`src/rtl/ser2par_pkg.sv`:
```
// Shared definitions for the serial-to-parallel deframer.
package ser2par_pkg;

    localparam bit LANE_ORDER_LSB = 1'b0;
    localparam bit LANE_ORDER_MSB = 1'b1;

    // Ceiling log2, never less than 1 so that a slot index always has a bit.
    function automatic int clog2(input int n);
        int r;
        int v;
        r = 0;
        v = 1;
        while (v < n) begin
            v = v << 1;
            r = r + 1;
        end
        return (r < 1) ? 1 : r;
    endfunction

endpackage

```
`src/rtl/ser2par_slot_ctr.sv`:
```
// Slot counter for the deframer: tracks the next sample slot, flags the
// final slot of a word and decodes the slot into a one-hot lane write.
module ser2par_slot_ctr
    import ser2par_pkg::*;
#(
    parameter  int LANES = 4,
    localparam int SW    = clog2(LANES)
) (
    input  logic             CLK,
    input  logic             RST,
    input  logic             EN,
    input  logic             SOF,
    output logic [SW-1:0]    SLOT,
    output logic             LAST,
    output logic [LANES-1:0] SLOT_WE
);

    localparam logic [SW-1:0] LAST_SLOT = SW'(LANES - 1);

    logic [SW-1:0] slot_q;
    logic [SW-1:0] slot_d;
    logic [SW-1:0] eff_slot;

    // A start-of-frame sample always lands in slot 0, abandoning any partial word.
    always_comb begin
        eff_slot = SOF ? '0 : slot_q;
        slot_d   = slot_q;
        LAST     = 1'b0;
        SLOT_WE  = '0;
        if (EN) begin
            if (eff_slot == LAST_SLOT) begin
                slot_d = '0;
                LAST   = 1'b1;
            end else begin
                slot_d = eff_slot + 1'b1;
            end
            for (int k = 0; k < LANES; k++) begin
                if (eff_slot == SW'(k)) SLOT_WE[k] = 1'b1;
            end
        end
    end

    // Slot register.
    always_ff @(posedge CLK or posedge RST) begin
        if (RST) slot_q <= '0;
        else     slot_q <= slot_d;
    end

    assign SLOT = slot_q;

endmodule

```
`src/rtl/ser2par_deframer.sv`:
```
// Serial-to-parallel deframer: gathers LANES samples of WIDTH bits into one
// word, presents it with valid/ready, and flags words dropped on overrun.
module ser2par_deframer
    import ser2par_pkg::*;
#(
    parameter  int WIDTH     = 1,
    parameter  int LANES     = 4,
    parameter  bit MSB_FIRST = LANE_ORDER_LSB,
    localparam int SW        = clog2(LANES)
) (
    input  logic                   CLK,
    input  logic                   RST,
    input  logic                   EN,
    input  logic [WIDTH-1:0]       DIN,
    input  logic                   SOF,
    output logic [LANES*WIDTH-1:0] Y,
    output logic                   Y_VALID,
    input  logic                   Y_READY,
    output logic                   OVERRUN,
    input  logic                   CLR_OVR,
    output logic [SW-1:0]          SLOT
);

    logic [LANES-1:0]       slot_we;
    logic [LANES-1:0]       lane_we;
    logic                   last;
    logic [LANES*WIDTH-1:0] cap_q, cap_d;
    logic [LANES*WIDTH-1:0] y_q, y_d;
    logic                   vld_q, vld_d;
    logic                   ovr_q, ovr_d;

    ser2par_slot_ctr #(.LANES(LANES)) u_slot_ctr (
        .CLK     (CLK),
        .RST     (RST),
        .EN      (EN),
        .SOF     (SOF),
        .SLOT    (SLOT),
        .LAST    (last),
        .SLOT_WE (slot_we)
    );

    // Map slot order to lane order; MSB-first mirrors the lane index.
    always_comb begin
        lane_we = '0;
        for (int k = 0; k < LANES; k++) begin
            lane_we[k] = (MSB_FIRST == LANE_ORDER_MSB) ? slot_we[LANES-1-k] : slot_we[k];
        end
    end

    // Merge the incoming sample into its lane; the merged value is also the completed word.
    always_comb begin
        cap_d = cap_q;
        for (int k = 0; k < LANES; k++) begin
            if (lane_we[k]) cap_d[k*WIDTH +: WIDTH] = DIN;
        end
    end

    // Output register and overrun: load on completion if the slot is free or being
    // consumed, otherwise drop the word. A fresh overrun beats a clear in the same cycle.
    always_comb begin
        y_d   = y_q;
        vld_d = vld_q;
        ovr_d = ovr_q & ~CLR_OVR;
        if (last) begin
            if (!vld_q || Y_READY) begin
                y_d   = cap_d;
                vld_d = 1'b1;
            end else begin
                ovr_d = 1'b1;
            end
        end else if (vld_q && Y_READY) begin
            vld_d = 1'b0;
        end
    end

    // State registers.
    always_ff @(posedge CLK or posedge RST) begin
        if (RST) begin
            cap_q <= '0;
            y_q   <= '0;
            vld_q <= 1'b0;
            ovr_q <= 1'b0;
        end else begin
            cap_q <= cap_d;
            y_q   <= y_d;
            vld_q <= vld_d;
            ovr_q <= ovr_d;
        end
    end

    assign Y       = y_q;
    assign Y_VALID = vld_q;
    assign OVERRUN = ovr_q;

endmodule

```
`config.mk`:
```
export PLATFORM = sky130hd
export DESIGN_NAME = ser2par_deframer
export DESIGN_NICKNAME = d
export VERILOG_FILES = /design/src/rtl/ser2par_pkg.sv /design/src/rtl/ser2par_slot_ctr.sv /design/src/rtl/ser2par_deframer.sv
export SDC_FILE = /design/constraint.sdc
export NUM_CORES = 1
export LEC_CHECK = 0
export CAP_MARGIN = 20
export CORE_AREA = 2 2 39 41
export DETAILED_ROUTE_END_ITERATION = 10
export DIE_AREA = 0 0 41 43
export PLACE_DENSITY = 0.67
export SLEW_MARGIN = 20
export SYNTH_ARGS = -nofsm -noshare
export SYNTH_HDL_FRONTEND = slang
export SYNTH_SLANG_ARGS = --single-unit
export TNS_END_PERCENT = 100
```
`constraint.sdc`:
```
create_clock -name CLK -period 2.15 [get_ports CLK]
set_clock_uncertainty 0.1 [all_clocks]
set_input_delay 0.645 -clock CLK [delete_from_list [all_inputs] [get_ports CLK]]
set_output_delay 0.645 -clock CLK [all_outputs]
set_load 0.03 [all_outputs]
```
Word-level counts from Yosys, hierarchy flattened
Index checks and enable logic that the tools add are counted.
{"block": "word_totals", "ff_bits": 12, "latchBits": 0, "ram_bits": 0, "mem_bits_ro": 0, "input_bits": 7, "output_inout_bits": 8, "word_cells": 36, "n_memories": 0}
{"block": "op_classes", "n_addsub": 1, "n_mul": 0, "div_mod_pow": 0, "order_cmp": 0, "eq_ne": 4, "shifts": 0, "muxes": 17, "n_bitwise": 2, "reduce_logical": 7}
{"op": "2-to-1 mux 1 bit", "count": 14}
{"op": "== test 2 bit, second input constant", "count": 2}
{"op": "2-to-1 mux 2 bit", "count": 2}
{"op": "2-to-1 mux 4 bit", "count": 1}
{"op": "AND reduction 2 bit", "count": 2}
{"op": "adder 2 x 1 -> 2 bit, second input constant", "count": 1}
{"op": "== test 2 x 1 -> 1 bit, second input constant", "count": 1}
{"op": "logical NOT 2 bit", "count": 1}
{"op": "!= test 2 x 1 -> 1 bit, second input constant", "count": 1}
{"op": "nonzero test 2 bit", "count": 1}
{"op": "AND 1 bit", "count": 1}
{"op": "logical AND 1 bit", "count": 1}
{"op": "logical NOT 1 bit", "count": 1}
{"op": "logical OR 1 bit", "count": 1}
{"op": "inverter 1 bit", "count": 1}

Depth between registers and ports, before layout
Gate-level depths: netlist of run 1.
{"block": "logic_depth", "ltp_word": 6, "mapped_depth": 5}

Cells and area by module
A second synthesis of run 1 with hierarchy kept.
{"block": "unflattened", "cells_unflattened": 40, "area_unflattened_um2": 559.3}
{"module": "ser2par_deframer", "n_inst": 1, "cells_per_inst": 25, "area_each_um2": 394.1, "seq_area_each_um2": 250.2}
{"module": "ser2par_slot_ctr", "n_inst": 1, "cells_per_inst": 15, "area_each_um2": 165.2, "seq_area_each_um2": 50.0}

Least setup slack after synthesis of run 1
OpenSTA, ideal clock, no wires.
{"block": "synth_timing", "path_kind": "input -> register", "from": "in SOF", "to": "reg y_q[0] (netlist: Y[0])", "arrival_time_ns": 1.616, "required_ns": 1.925, "setup_slack_ns": 0.309, "path_stages": 5, "n_path_buf": 0, "cell_sequence": "nand2b_1 > ha_1 > nand2_1 > mux2_4 > mux2_4"}
{"block": "synth_via", "elab_chain_len": 5}
{"element": "start, declared", "line": "ser2par_deframer.sv:15", "rtl": "input logic SOF,"}
{"element": "2-to-1 mux 2 bit", "line": "ser2par_slot_ctr.sv:26", "rtl": "eff_slot = SOF ? '0 : slot_q;"}
{"element": "logical NOT 2 bit", "line": "ser2par_slot_ctr.sv:38", "rtl": "if (eff_slot == SW'(k)) SLOT_WE[k] = 1'b1;"}
{"element": "2-to-1 mux 1 bit", "line": "ser2par_slot_ctr.sv:38"}
{"element": "2-to-1 mux 4 bit", "line": "ser2par_slot_ctr.sv:30", "rtl": "if (EN) begin"}
{"element": "2-to-1 mux 1 bit", "line": "ser2par_deframer.sv:54", "rtl": "if (lane_we[k]) cap_d[k*WIDTH +: WIDTH] = DIN;"}
{"element": "net cap_d[0]", "line": "ser2par_deframer.sv:27", "rtl": "logic [LANES*WIDTH-1:0] cap_q, cap_d;"}
{"element": "end signal, assigned", "line": "ser2par_deframer.sv:85", "rtl": "y_q <= y_d;"}
{"element": "end, declared", "line": "ser2par_deframer.sv:28", "rtl": "logic [LANES*WIDTH-1:0] y_q, y_d;"}
The timed path passes the listed nets, and every way through them passes these cells.
A chain may end at the register's enable or synchronous reset.

Worst setup path in the final report of run 1
{"block": "layout_timing", "from": "reg y_q[0] (netlist: Y[0])", "to": "out Y[0]"}
{"element": "end, declared", "line": "ser2par_deframer.sv:16", "rtl": "output logic [LANES*WIDTH-1:0] Y,"}
No word-level cell between the ends.

==> flow_metrics.env, run 1 <==
export IMPL_status="finished clean"
export IMPL_worstPathCellList="clkdlybuf4s50_1"
export IMPL_worst_slew_pin_transition_ns=0.3956
export IMPL_cap_violations=0
export IMPL_hold_viol=0
export IMPL_synthesis_area_um2=480.5
export IMPL_hold_slack_ns=0.3823
export IMPL_syn_num_nets=41
export IMPL_grt_antenna_before_repair=0
export IMPL_drive_gt1_frac=0.2727
export IMPL_fill_cells=129
export IMPL_p_leak_nw=0.3160
export IMPL_finalMaxSlewViolations=0
export IMPL_die_w_um=41
export IMPL_placed_area_um2=670.6
export IMPL_ir_drop_mv=0.5333
export IMPL_place_ws_ns=-0.1458
export IMPL_min_from="cap_q[1]$_DFF_PP0_"
export IMPL_fin_crit_ns=2.020
export IMPL_power_mw=0.7885
export IMPL_cp_start_kind="flop"
export IMPL_critPathSlowestCell="clkdlybuf4s50_1"
export IMPL_first_pass_iters=2
export IMPL_row_count=14
export IMPL_clkTransAtPathRegs_ns=0.07
export IMPL_cts_buffer_depth=2
export IMPL_avgSynthCellArea_um2=14.56
export IMPL_path_buf_inv=1
export IMPL_io_pin_count=15
export IMPL_die_height_um=43
export IMPL_post_route_drc_count=0
export IMPL_fin_nets=64
export IMPL_yosysWarnings=0
export IMPL_groute_usage_overall=0.1188
export IMPL_cp_arrival_ns=1.27
export IMPL_cts_sinks=11
export IMPL_cp_max_fo=2
export IMPL_hold_class="flop to flop"
export IMPL_p_per_area_nw_per_um2=1135
export IMPL_cp_required_ns=1.40
export IMPL_drt_total_wl_um=763
export IMPL_coreArea_um2=1384
export IMPL_antennaDiodeCount=0
export IMPL_ys_ff_latch=11
export IMPL_clkLatencyLatePin_ns=0.26
export IMPL_viasPerCell=4.732
export IMPL_fin_ws_ns=0.1302
export IMPL_cp_top_family="buffers and inverters"
export IMPL_grt_pass1_wl_um=1304
export IMPL_drt_iter0_drc=1
export IMPL_max_stage_delay_ns=0.67
export IMPL_clockRootBuffer="clkbuf_4"
export IMPL_htreeDepth=1
export IMPL_r2r_start="u_slot_ctr.SLOT[0]$_DFFE_PP0P_"
export IMPL_fin_area_um2=694.4
export IMPL_startpoint="Y[0]$_DFFE_PP0P_"
export IMPL_gr_total_overflow=0
export IMPL_fin_crit_sh=0.9394
export IMPL_final_antenna_net_count=0
export IMPL_synth_cell_types=12
export IMPL_vias=336
export IMPL_place_gp_congestion=0.6646
export IMPL_io_buffers=14
export IMPL_syn_inst=33
export IMPL_crit_type="flop to output port"
export IMPL_setup_viol=0
export IMPL_synth_seq_area_share=0.5729
export IMPL_final_cell_mix="clkdlybuf4s50_1 (12), dfrtp_1 (11), mux2_2 (4), buf_4 (4)"
export IMPL_die_area_um2=1763
export IMPL_clock_fmax_mhz=495.1
export IMPL_cts_buffers=3
export IMPL_area_delta_synth_final_pct=44.53
export IMPL_cts_tree="done"
export IMPL_wl_per_cell_um=10.75
export IMPL_rsz0062_at_grt="false"
export IMPL_end_kind="output port"
export IMPL_grt_max_degree=12
export IMPL_initial_utilization=0.3472
export IMPL_slew_headroom=0.7360
export IMPL_final_common_cell="clkdlybuf4s50_1"
export IMPL_grt_pass1_vias=337
[cells in the mapped netlist]
library cell / n / area share
inv_1: 2 / 0.016
mux2_1: 3 / 0.070
ha_1: 1 / 0.026
mux2_2: 4 / 0.094
nand2_1: 2 / 0.016
nand4b_2: 1 / 0.031
mux2_4: 2 / 0.063
nor3b_1: 2 / 0.031
nand2b_1: 3 / 0.039
nor2b_4: 1 / 0.029
dfrtp_1: 11 / 0.57
o22ai_1: 1 / 0.013
[sequential cells by signal (all words and copies together), names as in the netlist]
| signal | count |
|---|---|
| Y_VALID | 1 |
| OVERRUN | 1 |
| u_slot_ctr.SLOT | 2 |
| cap_q | 3 |
| Y | 4 |
[through the flow]
step                TNS (ns)  instances    util
CTS                        0         71  0.5018
global placement     -0.1576         67  0.4846
detailed placement   -0.1712         67  0.4846
global route               0         71  0.5018
finish                     0         71  0.5018
floorplan                  0         33       -
[layer usage]
layer  GRT usage  vias up  wire length (um)
met2      0.1750       12               375
met1      0.1133      163               312
met5           0        -                 0
li1            -      159                 -
met3     0.07853        2                67
met4     0.08000        0                 8
[path summary, 6_finish.rpt]
kind,to,slack [ns],cells after the start
setup / recovery,Y[0],0.13,1
hold / removal,Y[1]$_DFFE_PP0P_,0.38,1
setup reg to reg,Y[0]$_DFFE_PP0P_,0.58,5
hold reg to reg,Y[1]$_DFFE_PP0P_,0.38,1
max in group asynchronous,u_slot_ctr.SLOT[1]$_DFFE_PP0P_,1.12,2
min in group asynchronous,Y[3]$_DFFE_PP0P_,0.56,2
[timing repair]
item,in CTS,in global routing
setup buffers,0,0
setup endpoints to repair,2,0
gates resized for setup,2,0
hold buffers,0,0
[area by class of cell]
| type | count | area, um^2 | area share |
|---|---|---|---|
| Inverter | 2 | 7.507 | 0.01081 |
| Tap cell | 16 | 20.02 | 0.02883 |
| Multi-Input combinational cell | 20 | 197.7 | 0.2847 |
| Timing Repair Buffer | 18 | 167.7 | 0.2414 |
| Clock buffer | 4 | 26.28 | 0.03784 |
| Sequential cell | 11 | 275.3 | 0.3964 |
[power by group]
group / total, mW / internal, mW / switching [mW] / leakage [nW]
Clock: 0.137 / 0.0718 / 0.0657 / 0.0150
Sequential: 0.323 / 0.281 / 0.0415 / 0.135
Combinational: 0.328 / 0.166 / 0.162 / 0.166
Total: 0.788 / 0.519 / 0.270 / 0.316
[cell families after synthesis]
logic type / Yosys count / synth area share
buffers and inverters: 2 / 0.01563
AO/OA/AOI/OAI: 1 / 0.01303
adder cells (fa/ha/maj): 1 / 0.02604
multiplexers: 9 / 0.2266
flip-flops: 11 / 0.5729
AND/OR/NAND/NOR: 9 / 0.1458
(Power assumes the default switching activity.)
==> run 2, diff against run 1 <==
- PLACE_DENSITY: 0.67 -> 0.73
- SYNTH_HIERARCHICAL: unset -> 1
==> flow_metrics.env, run 2 <==
export IMPL_ys_ff_latch=12
export IMPL_grt_antenna_before_repair=0
export IMPL_clkTransAtPathRegs_ns=0.08
export IMPL_antennaDiodeCount=0
export IMPL_cp_required_ns=1.40
export IMPL_slew_headroom=0.7413
export IMPL_synth_top_area_frac=0.5369
export IMPL_initial_utilization=0.4042
export IMPL_rsz0062_at_grt="false"
export IMPL_syn_num_nets=48
export IMPL_p_leak_nw=0.3435
export IMPL_drive_gt1_frac=0.3448
export IMPL_cts_tree="done"
export IMPL_cts_sinks=12
export IMPL_grt_pass1_vias=369
export IMPL_io_pin_count=15
export IMPL_synth_top_family_by_area="multiplexers"
export IMPL_netlist_top_cells_count="dfrtp_1 (12), mux2_2 (5), inv_1 (4), mux2_4 (4)"
export IMPL_io_buffers=14
export IMPL_die_area_um2=1763
export IMPL_hold_buffers=0
export IMPL_die_w_um=41
export IMPL_crit_type="flop to output port"
export IMPL_hold_viol=0
export IMPL_yosysMostFrequentCell="dfrtp_1"
export IMPL_groute_usage_overall=0.1337
export IMPL_critPathSlowestCell="clkdlybuf4s50_1"
export IMPL_path_buf_inv=1
export IMPL_vias=356
export IMPL_coreArea_um2=1384
export IMPL_synth_area_leaders="dfrtp_1 (54%), mux2_4 (11%), mux2_2 (10%)"
export IMPL_drt_iter0_drc=3
export IMPL_ys_flop_type="dfrtp_1"
export IMPL_synth_compound_area_share=0.02013
export IMPL_cp_start_kind="flop"
export IMPL_placed_area_um2=719.4
export IMPL_worst_slew_pin_transition_ns=0.3876
export IMPL_max_stage_delay_ns=0.68
export IMPL_synth_mux_area_frac=0.2081
export IMPL_worstPathCellList="clkdlybuf4s50_1"
export IMPL_synth_cell_types=16
export IMPL_area_delta_synth_final_pct=34.45
export IMPL_hold_slack_ns=0.3951
export IMPL_first_pass_iters=2
export IMPL_p_per_area_nw_per_um2=1160
export IMPL_grt_pass1_wl_um=1552
export IMPL_synthesis_area_um2=559.3
export IMPL_synthAdderAreaFrac=0.02237
export IMPL_drt_total_wl_um=914
export IMPL_netlist_top_cell_by_area="dfrtp_1"
export IMPL_avgSynthCellArea_um2=13.98
export IMPL_cap_violations=0
export IMPL_clock_fmax_mhz=479.0
export IMPL_status="finished clean"
export IMPL_viasPerCell=4.811
export IMPL_hold_class="flop to flop"
export IMPL_grt_max_degree=11
export IMPL_fin_cells=74
export IMPL_place_ws_ns=-0.2973
export IMPL_syn_inst=40
export IMPL_die_height_um=43
export IMPL_fin_ws_ns=0.06234
export IMPL_synth_xor_area_frac=0
export IMPL_yosysWarnings=6
export IMPL_final_cell_mix="dfrtp_1 (12), clkdlybuf4s50_1 (11), mux2_2 (5)"
export IMPL_clockRootBuffer="clkbuf_4"
export IMPL_cp_top_family="buffers and inverters"
export IMPL_setup_viol=0
export IMPL_finalMaxSlewViolations=0
export IMPL_cp_arrival_ns=1.34
export IMPL_fin_area_um2=752.0
export IMPL_gr_total_overflow=0
export IMPL_cts_buffer_depth=2
export IMPL_synth_edf_count=0
export IMPL_ir_drop_mv=0.5450
export IMPL_wl_per_cell_um=12.35
export IMPL_row_count=14
export IMPL_fin_nets=67
export IMPL_final_common_cell="dfrtp_1"
export IMPL_clkLatencyLatePin_ns=0.27
export IMPL_place_gp_congestion=0.7698
export IMPL_setup_tns_ns=0
export IMPL_cp_max_fo=2
export IMPL_cts_buffers=3
export IMPL_fin_crit_sh=0.9710
export IMPL_dp_cells=70
export IMPL_power_mw=0.8725
export IMPL_htreeDepth=1
export IMPL_synth_seq_area_share=0.5369
export IMPL_end_kind="output port"
export IMPL_ys_async_sr_fraction=1.000
export IMPL_synthSimpleGateAreaFrac=0.1723
export IMPL_final_antenna_net_count=0
export IMPL_postLayoutCoreUtil=0.5434
export IMPL_post_route_drc_count=0
export IMPL_fin_crit_ns=2.088
==> run 2: final timing paths <==
| check | start | to | slack, ns | cells past startpoint |
|---|---|---|---|---|
| hold / removal | cap_q[2]$_DFF_PP0_ | cap_q[2]$_DFF_PP0_ | 0.40 | 1 |
| max in group asynchronous | RST | Y[1]$_DFFE_PP0P_ | 1.10 | 2 |
| setup reg to reg | u_slot_ctr/SLOT[0]$_DFFE_PP0P_ | Y[0]$_DFFE_PP0P_ | 0.48 | 5 |
| setup / recovery | Y_VALID$_DFFE_PP0P_ | Y_VALID | 0.06 | 1 |
| min in group asynchronous | RST | u_slot_ctr/SLOT[1]$_DFFE_PP0P_ | 0.45 | 2 |
| hold reg to reg | cap_q[2]$_DFF_PP0_ | cap_q[2]$_DFF_PP0_ | 0.40 | 1 |
==> run 2: worst register-to-register path: stages, from the launching register on <==
cell and delay [ns]:
dfrtp_1 0.46, nand2b_2 0.10, ha_1 0.19, and2_1 0.16
mux2_4 0.30, mux2_2 0.26
==> run 2: logic make-up after synthesis <==
family / after synthesis
flip-flops: 12
multiplexers: 9
AND/OR/NAND/NOR: 11
buffers and inverters: 5
adder cells (fa/ha/maj): 1
AO/OA/AOI/OAI: 2
==> run 2: cell type report <==
type	instances	area [um^2]
Timing Repair Buffer	15	143.9
Sequential cell	12	300.3
Multi-Input combinational cell	23	236.5
Tap cell	16	20.02
Inverter	4	15.01
Fill cell	127	631.9
Clock buffer	4	36.28
==> run 2: power breakdown <==
part | switching [mW] | internal [mW] | leakage (nW)
Combinational | 0.169 | 0.178 | 0.176
Clock | 0.0756 | 0.103 | 0.0210
Sequential | 0.0420 | 0.305 | 0.147
Total | 0.286 | 0.586 | 0.343
==> run 2: per-layer routing <==
layer | up-vias | share of wire | track usage
li1 | 172 | - | -
met1 | 176 | 0.46 | 0.1763
met2 | 8 | 0.49 | 0.1906
met3 | 0 | 0.054 | 0.04712
met4 | 0 | 0 | 0.06000
met5 | - | 0 | 0
==> run 2: timing repair <==
| action | in CTS | in global routing |
|---|---|---|
| buffers inserted | 0 | 0 |
| gates resized for setup | 3 | 0 |
| setup endpoints to repair | 3 | 0 |
==> run 3, diff against run 2 <==
- HOLD_SLACK_MARGIN: unset -> 0.06
==> results of run 3 <==
The final DEF is identical to that of run 2; final timing and power are the same.
